`config.mk`:
```
export PLATFORM = sky130hd
export DESIGN_NAME = tilelink_ul_master
export DESIGN_NICKNAME = d
export VERILOG_FILES = /design/src/rtl/tilelink_ul_master.sv
export SDC_FILE = /design/constraint.sdc
export NUM_CORES = 1
export LEC_CHECK = 0
export CAP_MARGIN = 20
export CORE_MARGIN = 10
export CORE_UTILIZATION = 37
export CTS_CLUSTER_SIZE = 40
export DETAILED_ROUTE_END_ITERATION = 8
export PLACE_DENSITY = 0.81
export SLEW_MARGIN = 20
export SYNTH_ARGS = -nofsm -noshare
export SYNTH_HDL_FRONTEND = slang
export SYNTH_SLANG_ARGS = --single-unit
```
`constraint.sdc`:
```
create_clock -name clk -period 1.7 [get_ports clk]
set_clock_uncertainty 0.05 [all_clocks]
set_input_delay 0.51 -clock clk [delete_from_list [all_inputs] [get_ports clk]]
set_output_delay 0.51 -clock clk [all_outputs]
set_load 0.05 [all_outputs]
```
`src/rtl/tilelink_ul_master.sv`:
```
// TileLink-UL initiator: one outstanding Get/Put, rotating source ID, D-beat checking.
// Optional D-wait timeout is enabled by defining TL_MASTER_TIMEOUT_EN.
module tilelink_ul_master #(
  parameter int unsigned TL_ADDR_WIDTH   = 64,
  parameter int unsigned TL_DATA_WIDTH   = 64,
  parameter int unsigned TL_STRB_WIDTH   = TL_DATA_WIDTH / 8,
  parameter int unsigned TL_SOURCE_WIDTH = 3,
  parameter int unsigned TL_SINK_WIDTH   = 3,
  parameter int unsigned TL_OPCODE_WIDTH = 3,
  parameter int unsigned TL_PARAM_WIDTH  = 3,
  parameter int unsigned TL_SIZE_WIDTH   = 8,
  parameter int unsigned TIMEOUT_CYCLES  = 256
) (
  input  logic                       clk,
  input  logic                       rst,
  input  logic                       cmd_valid,
  output logic                       cmd_ready,
  input  logic                       cmd_write,
  input  logic [TL_ADDR_WIDTH-1:0]   cmd_addr,
  input  logic [TL_SIZE_WIDTH-1:0]   cmd_size,
  input  logic [TL_STRB_WIDTH-1:0]   cmd_mask,
  input  logic [TL_DATA_WIDTH-1:0]   cmd_wdata,
  output logic                       rsp_valid,
  input  logic                       rsp_ready,
  output logic [TL_DATA_WIDTH-1:0]   rsp_rdata,
  output logic                       rsp_error,
  output logic                       a_valid,
  input  logic                       a_ready,
  output logic [TL_OPCODE_WIDTH-1:0] a_opcode,
  output logic [TL_PARAM_WIDTH-1:0]  a_param,
  output logic [TL_ADDR_WIDTH-1:0]   a_address,
  output logic [TL_SIZE_WIDTH-1:0]   a_size,
  output logic [TL_STRB_WIDTH-1:0]   a_mask,
  output logic [TL_DATA_WIDTH-1:0]   a_data,
  output logic [TL_SOURCE_WIDTH-1:0] a_source,
  input  logic                       d_valid,
  output logic                       d_ready,
  input  logic [TL_OPCODE_WIDTH-1:0] d_opcode,
  input  logic [TL_PARAM_WIDTH-1:0]  d_param,
  input  logic [TL_SIZE_WIDTH-1:0]   d_size,
  input  logic [TL_SINK_WIDTH-1:0]   d_sink,
  input  logic [TL_SOURCE_WIDTH-1:0] d_source,
  input  logic [TL_DATA_WIDTH-1:0]   d_data,
  input  logic                       d_error
);

  localparam logic [TL_OPCODE_WIDTH-1:0] OP_PUT_FULL    = TL_OPCODE_WIDTH'(0);
  localparam logic [TL_OPCODE_WIDTH-1:0] OP_PUT_PARTIAL = TL_OPCODE_WIDTH'(1);
  localparam logic [TL_OPCODE_WIDTH-1:0] OP_GET         = TL_OPCODE_WIDTH'(4);
  localparam logic [TL_OPCODE_WIDTH-1:0] OP_ACK         = TL_OPCODE_WIDTH'(0);
  localparam logic [TL_OPCODE_WIDTH-1:0] OP_ACK_DATA    = TL_OPCODE_WIDTH'(1);

  typedef enum logic [1:0] {IDLE, A_REQ, D_WAIT, RSP} state_e;

  state_e                     state_q;
  logic [TL_SOURCE_WIDTH-1:0] src_q;
  logic                       write_q;
  logic                       cmd_ready_q;
  logic                       a_valid_q;
  logic [TL_OPCODE_WIDTH-1:0] a_opcode_q;
  logic [TL_ADDR_WIDTH-1:0]   a_address_q;
  logic [TL_SIZE_WIDTH-1:0]   a_size_q;
  logic [TL_STRB_WIDTH-1:0]   a_mask_q;
  logic [TL_DATA_WIDTH-1:0]   a_data_q;
  logic [TL_SOURCE_WIDTH-1:0] a_source_q;
  logic                       d_ready_q;
  logic                       rsp_valid_q;
  logic [TL_DATA_WIDTH-1:0]   rsp_rdata_q;
  logic                       rsp_error_q;

`ifdef TL_MASTER_TIMEOUT_EN
  localparam int unsigned TO_W = $clog2(TIMEOUT_CYCLES) + 1;
  logic [TO_W-1:0] to_cnt_q;
`endif

  // Sideband D fields carry no information for a single-beat UL initiator.
  logic unused_inputs;
  assign unused_inputs = ^{d_param, d_size, d_sink, 32'(TIMEOUT_CYCLES)};

  always_ff @(posedge clk or negedge rst) begin
    if (!rst) begin
      state_q     <= IDLE;
      src_q       <= '0;
      write_q     <= 1'b0;
      cmd_ready_q <= 1'b1;
      a_valid_q   <= 1'b0;
      a_opcode_q  <= '0;
      a_address_q <= '0;
      a_size_q    <= '0;
      a_mask_q    <= '0;
      a_data_q    <= '0;
      a_source_q  <= '0;
      d_ready_q   <= 1'b0;
      rsp_valid_q <= 1'b0;
      rsp_rdata_q <= '0;
      rsp_error_q <= 1'b0;
`ifdef TL_MASTER_TIMEOUT_EN
      to_cnt_q    <= '0;
`endif
    end else begin
      case (state_q)
        IDLE: begin
          if (cmd_valid) begin
            cmd_ready_q <= 1'b0;
            a_valid_q   <= 1'b1;
            write_q     <= cmd_write;
            a_address_q <= cmd_addr;
            a_size_q    <= cmd_size;
            a_mask_q    <= cmd_mask;
            a_source_q  <= src_q;
            if (cmd_write) begin
              a_opcode_q <= (&cmd_mask) ? OP_PUT_FULL : OP_PUT_PARTIAL;
              a_data_q   <= cmd_wdata;
            end else begin
              a_opcode_q <= OP_GET;
              a_data_q   <= '0;
            end
            state_q <= A_REQ;
          end
        end
        A_REQ: begin
          if (a_ready) begin
            a_valid_q <= 1'b0;
            d_ready_q <= 1'b1;
            src_q     <= src_q + TL_SOURCE_WIDTH'(1);
`ifdef TL_MASTER_TIMEOUT_EN
            to_cnt_q  <= '0;
`endif
            state_q   <= D_WAIT;
          end
        end
        D_WAIT: begin
          if (d_valid) begin
            d_ready_q   <= 1'b0;
            rsp_valid_q <= 1'b1;
            rsp_rdata_q <= write_q ? '0 : d_data;
            rsp_error_q <= d_error || (d_source != a_source_q) ||
                           (d_opcode != (write_q ? OP_ACK : OP_ACK_DATA));
            state_q     <= RSP;
          end
`ifdef TL_MASTER_TIMEOUT_EN
          // Give up on a missing D beat and report it as an error response.
          else if (to_cnt_q == TO_W'(TIMEOUT_CYCLES - 1)) begin
            d_ready_q   <= 1'b0;
            rsp_valid_q <= 1'b1;
            rsp_rdata_q <= '0;
            rsp_error_q <= 1'b1;
            state_q     <= RSP;
          end else begin
            to_cnt_q <= to_cnt_q + TO_W'(1);
          end
`endif
        end
        RSP: begin
          if (rsp_ready) begin
            rsp_valid_q <= 1'b0;
            cmd_ready_q <= 1'b1;
            state_q     <= IDLE;
          end
        end
        default: state_q <= IDLE;
      endcase
    end
  end

  assign cmd_ready = cmd_ready_q;
  assign a_valid   = a_valid_q;
  assign a_opcode  = a_opcode_q;
  assign a_param   = '0;
  assign a_address = a_address_q;
  assign a_size    = a_size_q;
  assign a_mask    = a_mask_q;
  assign a_data    = a_data_q;
  assign a_source  = a_source_q;
  assign d_ready   = d_ready_q;
  assign rsp_valid = rsp_valid_q;
  assign rsp_rdata = rsp_rdata_q;
  assign rsp_error = rsp_error_q;

endmodule
```
==> summary.txt <==
Worst setup path
  • RR Startpoint: state_q[0]$_DFFE_PN0P_
  • Largest delay contributor family on the critical path: flip-flops
  • Startpoint Class: flop
  • R2r worst-path depth: 5
  • CP arrival: roughly 1.2 ns
  • WS Path Type: reg -> out
  • FF-to-FF End: state_q[1]$_DFFE_PN0P_
  • Setup crit end kind: output pin
  • Worst path bufs/invs: 1
  • Delay of the slowest critical-path stage: 0.56 ns
  • Critical-path cell list: buf_12
  • CP max stage cell: dfstp_2
  • Crit Path Max Fanout: 2
  • Required time of the worst setup path: 1.14 ns
  • Reg2Reg Setup Slack: 0.01 ns

Global routing
  • Largest net degree at the start of global routing: 57
  • Total track usage: 0.216
  • Grt total ovfl: 0
  • Vias in the first global route: about 8,600
  • Initial antenna violation count: 2
  • First-pass GRT wire length: 52,900 um

Power and ir drop
  • Lkg Pwr: roughly 0.0080 uW
  • Sw Share: 0.431
  • PwrDens: 2450 mW/mm2
  • Comb pwr share: 0.615
  • Total power: 43,100 uW
  • Worst IR drop on VDD: 1590 uV
  • Clock power frac: 0.132
  • P_sw: 18,600 uW
  • Internal Power: 24,500 uW
  • Reg power frac: 0.253

Floorplanning
  • Area of the die: 0.0316 mm2
  • Die height: 178 um
  • IO Count: 458
  • Core area: 0.0244 mm2
  • Site Rows: 57
  • Die width: 178 um
  • Initial Util: 0.378

Timing
  • Unrepaired setup endpoints after global routing: true
  • Final hold violation count: 0
  • Post-Route Setup TNS: -0.0787 ns
  • Final setup viols: 1
  • Tcrit/Tclk final: 1.05
  • Fmax: 562 MHz
  • Tmin final: approximately 1.8 ns
  • Max-slew violation count: 0
  • Worst setup margin: -0.0787 ns
  • WHS: ~0.32 ns

Finish
  • Synthesis-to-layout area growth: 90.8%
  • Layout Nets: 1,521
  • Layout cells sized above 1: 0.335
  • Non-Filler Instances: 1,624

Placement
  • GPL Wtd Cong: 0.827
  • Placed insts: around 1,600
  • Place WS: -0.391 ns
  • HPWL after DPL: 27,300 um
  • Port-buffer cells: between 400 and 500

Synthesis
  • Synth Warn #: 0
  • Post-synthesis register bit count: 224
  • Ys flop type: dfrtp_1
  • Top-count cell post-synth: dfrtp_1
  • Post-synthesis cell area: 0.00921 mm2
  • Main area contributors after synthesis: dfrtp_1 (61%), mux2_4 (9.5%), nand2_1 (8.0%), o21ai_0 (7.3%), nand2b_1 (4.3%)
  • Syn avg cell area: 11.5 um2
  • XOR/XNOR share of the synthesized area: 0.00570
  • Synth cell types: 33
  • Synth Area in Simple Gates: 0.130
  • Post-Synthesis Cells: 798
  • Post-synthesis compound-gate area fraction: 0.0823
  • Post-synth EDFFs: 0
  • Share of the synthesized area in the top cell type: 0.606
  • Yosys top cell by area: dfrtp_1
  • Mux cell area share after synthesis: 0.131
  • Seq/Total Area, Yosys: 0.609
  • Post-synth top cells: dfrtp_1 (223), nand2_1 (197), o21ai_0 (134)
  • Synth Area in Adders: 0.00679
  • FFs w/ async S/R, synth: 1.00
  • Combinational family with the most area after synthesis: multiplexers

Routing
  • Vias per cell: 4.84
  • Drt wl/cell: 21.9 um
  • Iteration-0 DRC Markers: roughly 440
  • DRC viols: 0
  • DR vias: 7,866
  • WL final: between 30,000 and 40,000 um
  • Antenna Violating Nets Remaining: 0
  • Number of detailed-route iterations in the first pass: 5

Clock network
  • Clk buf depth: 3
  • Clk Latency, worst-skew pair: 0.51 ns
  • CTS tree: done
  • Clock Sinks: 224
  • Clk root buf: clkbuf_16
  • Num CTS Buffers: 25
  • Worst-path clk slew: approximately 0.06 ns
  • H-tree Lvls: 1

Run
  • Max Cap Viol: 0

Hold path
  • Hold path depth: 3
  • Hold WC Path Type: in -> reg
  • Min-Delay Endpoint: a_data[40]$_DFFE_PN0P_
  • Hold_sp: cmd_write

Status
  • Failing checks: setup timing
  • Status: complete, but fails checks
## flip-flops by register name, indices dropped and copies added, names as in the netlist
| signal | count |
|---|---|
| a_address | 64 |
| a_data | 64 |
| rsp_rdata | 64 |
| a_mask | 8 |
| a_size | 8 |
| a_source | 3 |
| src_q | 3 |
| a_opcode | 2 |
| state_q | 2 |
| a_valid | 1 |
| cmd_ready | 1 |
| d_ready | 1 |
| rsp_error | 1 |
| rsp_valid | 1 |
| write_q | 1 |
## placed cells by master (no fill, tap or decap), types with 2 or more instances in the layout
cell type        count
clkbuf_8             9
bufinv_16            3
o21ai_0            128
dfrtp_2              5
nand4_1              2
xor2_1               3
clkbuf_16           25
mux2_2              25
nor2b_4              3
buf_4               49
ha_1                 2
diode_2              4
inv_6                2
a21oi_1              3
mux2_4              62
o21ai_1              6
dfrtp_1            218
nand2_1            196
buf_6                6
inv_1                3
buf_12             230
clkinv_2             4
nand2b_1            64
conb_1               4
ha_4                 3
xnor2_1              3
clkdlybuf4s50_1    219
## final cells by class
class	count	area (um2)
repair buffers	507	7260
fillers	1494	6820
flip-flops and latches	224	5610
multi-input cells	517	3390
clock buffers	35	753
well taps	324	405
clock inverters	8	119
inverters	5	23.8
diodes	4	10.0
## worst max-delay path by stage
stage          depth (start not counted)                         to  slack (ns)              startpoint
2_1_floorplan                          5     state_q[1]$_DFFE_PN0P_        0.05  state_q[0]$_DFFE_PN0P_
3_3_place_gp                           4  a_address[26]$_DFFE_PN0P_       -0.36               cmd_valid
3_5_place_dp                           6     a_data[33]$_DFFE_PN0P_       -0.39               cmd_valid
4_1_cts                                1                  cmd_ready       -0.09   cmd_ready$_DFFE_PN1P_
5_1_grt                                1                  cmd_ready       -0.12   cmd_ready$_DFFE_PN1P_
6_report                               1                  cmd_ready       -0.08   cmd_ready$_DFFE_PN1P_
## metrics by stage
step                instance area (um2)  utilization
floorplan                          9220            -
global placement                  16400        0.674
detailed placement                16400        0.674
CTS                               17400        0.713
global route                      17600        0.720
finish                            17600        0.721
## power by group through the flow
stage                     clock network (uW)  registers, uW  logic, uW
after floorplan                            0          18000       4360
after global placement                     0          10700      25500
after detailed placement                   0          11000      26000
after CTS                               5790          10900      26400
after global routing                    6000          11200      27500
final                                   5670          10900      26500
## logic make-up after synthesis
logic type / Yosys count
xor gates and xnor gates: 6
other: 1
DFF: 224
muxes: 88
and+or+nand+nor: 271
adders and majority gates: 5
buffers and inverters: 60
AOI/OAI and AO/OA: 143
## metal layers
metal | GRT usage | vias up | wire length [um]
met4 | 0.0747 | 0 | 1250
li1 | - | 3595 | -
met1 | 0.231 | 3840 | 12300
met5 | 0 | - | 0
met2 | 0.386 | 364 | 18600
met3 | 0.0780 | 67 | 3430
## repair_timing
action,CTS,global route
pin swaps,1,3
hold buffers,1,0
buffers inserted,7,11
endpoints found under the setup margin,129,18
endpoints found under the hold margin,31,0
gates resized for setup,8,29
No activity file was read; power rests on OpenSTA's default activity.
==> variant (same flow settings) <==
The option `TL_MASTER_TIMEOUT_EN` is turned on by a define.
--- a/src/rtl/tilelink_ul_master.sv
+++ b/src/rtl/tilelink_ul_master.sv
@@ -2,2 +2,4 @@
 // Optional D-wait timeout is enabled by defining TL_MASTER_TIMEOUT_EN.
+`define TL_MASTER_TIMEOUT_EN
+
 module tilelink_ul_master #(
Formal check against the unedited RTL: same outputs for any inputs over 4 cycles, from zero or initial values and one cycle with rst low; that may be too few to reach the edited logic, so the function may still have changed.
==> variant against the unedited design <==
- the run still ends with setup timing left
- worst setup slack worse by 0.28 ns
- cell count is 3.3% higher
- routed wire length is 14% higher
- power is 4.6% higher
- sequential share of layout area is 0.45 points lower
- design area is 5.6% higher
- sequential cell count is 9 higher
- critical path depth is 10 higher
- synthesized area hardly changed
- critical path type is now reg2reg
==> variant: results (changes against the unedited design) <==
status: "finished, violations left"
violations: "setup timing"
rr_worst_depth: 11  # +6
powerComb_uw: 27400  # +3%
crit_fanout: 8  # +6
place_inst: 1572  # +0.90%
p_seq_share_pct: 24.9  # -0.4 points
ys_top_cells_by_count: "dfrtp_1, nand2_1, mux2_2"
yosysUniqueCellTypes: 40  # +21%
synth_compound_area_share_pct: 8.43  # +0.19 points
cpMaxStageDelayCell: "dfrtp_1"
wirelength_um: 40400  # +14%
startpoint: "to_cnt_q[1]"
m1WireLength_um: 13300  # +8.4%
synthAdderAreaFrac_pct: 1.09  # +0.41 points
wl_met3_um: 4020  # +17%
avgSynthCellArea_um2: 11.6  # +0.83%
cts_setup_buffers: 34  # +27
clk_latency_ns: 0.53  # +0.02 ns
wl_met2_um: 21400  # +15%
use_met3_pct: 8.78  # +0.98 points
timing.hold.ws_ns: 0.322  # -0.00307 ns
setup_viol: 79  # +78
grt_pass1_wl_um: 57700  # +8.9%
endpoint: "rsp_rdata[14]"
wl_per_cell_um: 24.1  # +10%
yosysSeqAreaShare_pct: 63.3  # +2.5 points
setup_ws_ns: -0.360  # -0.282 ns
cellLeakagePower_uw: 0.00838  # +4.8%
ir_drop_uv: 1880  # +18%
dp_hpwl_um: 28500  # +4.1%
intPower_uw: 25700  # +4.9%
grt_usage_pct: 23.5  # +1.9 points
synth.area.mux_share_pct: 11.3  # -1.8 points
crit_arrival_ns: 2.47  # +1.25 ns
antennaDiodeCount: 0  # -4
antenna_found_initial: 0  # -2
drt_iter0_drc: 570  # +31%
place_congestion: 0.834  # +0.90%
grt_pass1_vias: 9629  # +12%
cts_buffers: 27  # +8.0%
met1_usage_pct: 23.6  # +0.42 points
ctsHtreeMaxLevel: 1  # unchanged
variant: cell types whose count changed after synthesis, sizes merged, moves of 5 or more:
cell,delta
nand2,+5
mux2i,+6
o21ai,-59
a22o,+34
nand2b,-60
nand3,+37
dfrtp,+9
variant: final cells by class:
cell class,instances,area [um^2]
Clock buffer,35,756
Multi-Input combinational cell,502,3340
Tap cell,324,405
Fill cell,1332,5840
Clock inverter,14,228
Sequential cell,233,5840
Timing Repair Buffer,564,7960
Inverter,5,18.8
variant: logic make-up (layout without fill, tap and decap cells):
kind of cell,count (synthesis),count (layout)
fa+ha+maj,8,8
mux,93,93
other cells,1,4
simple gates,268,268
compound gates,122,123
flops,233,233
buf+inv,60,618
xor+xnor,6,6
variant: through the flow:
step	TNS (ns)	setup slack [ns]	instance area [um^2]
after floorplan	-2.43	-0.152	9280
after global placement	-59.21	-0.332	16700
after detailed placement	-64.54	-0.412	16700
after CTS	-14.40	-0.244	18300
after global routing	-23.04	-0.410	18600
final	-18.27	-0.360	18600
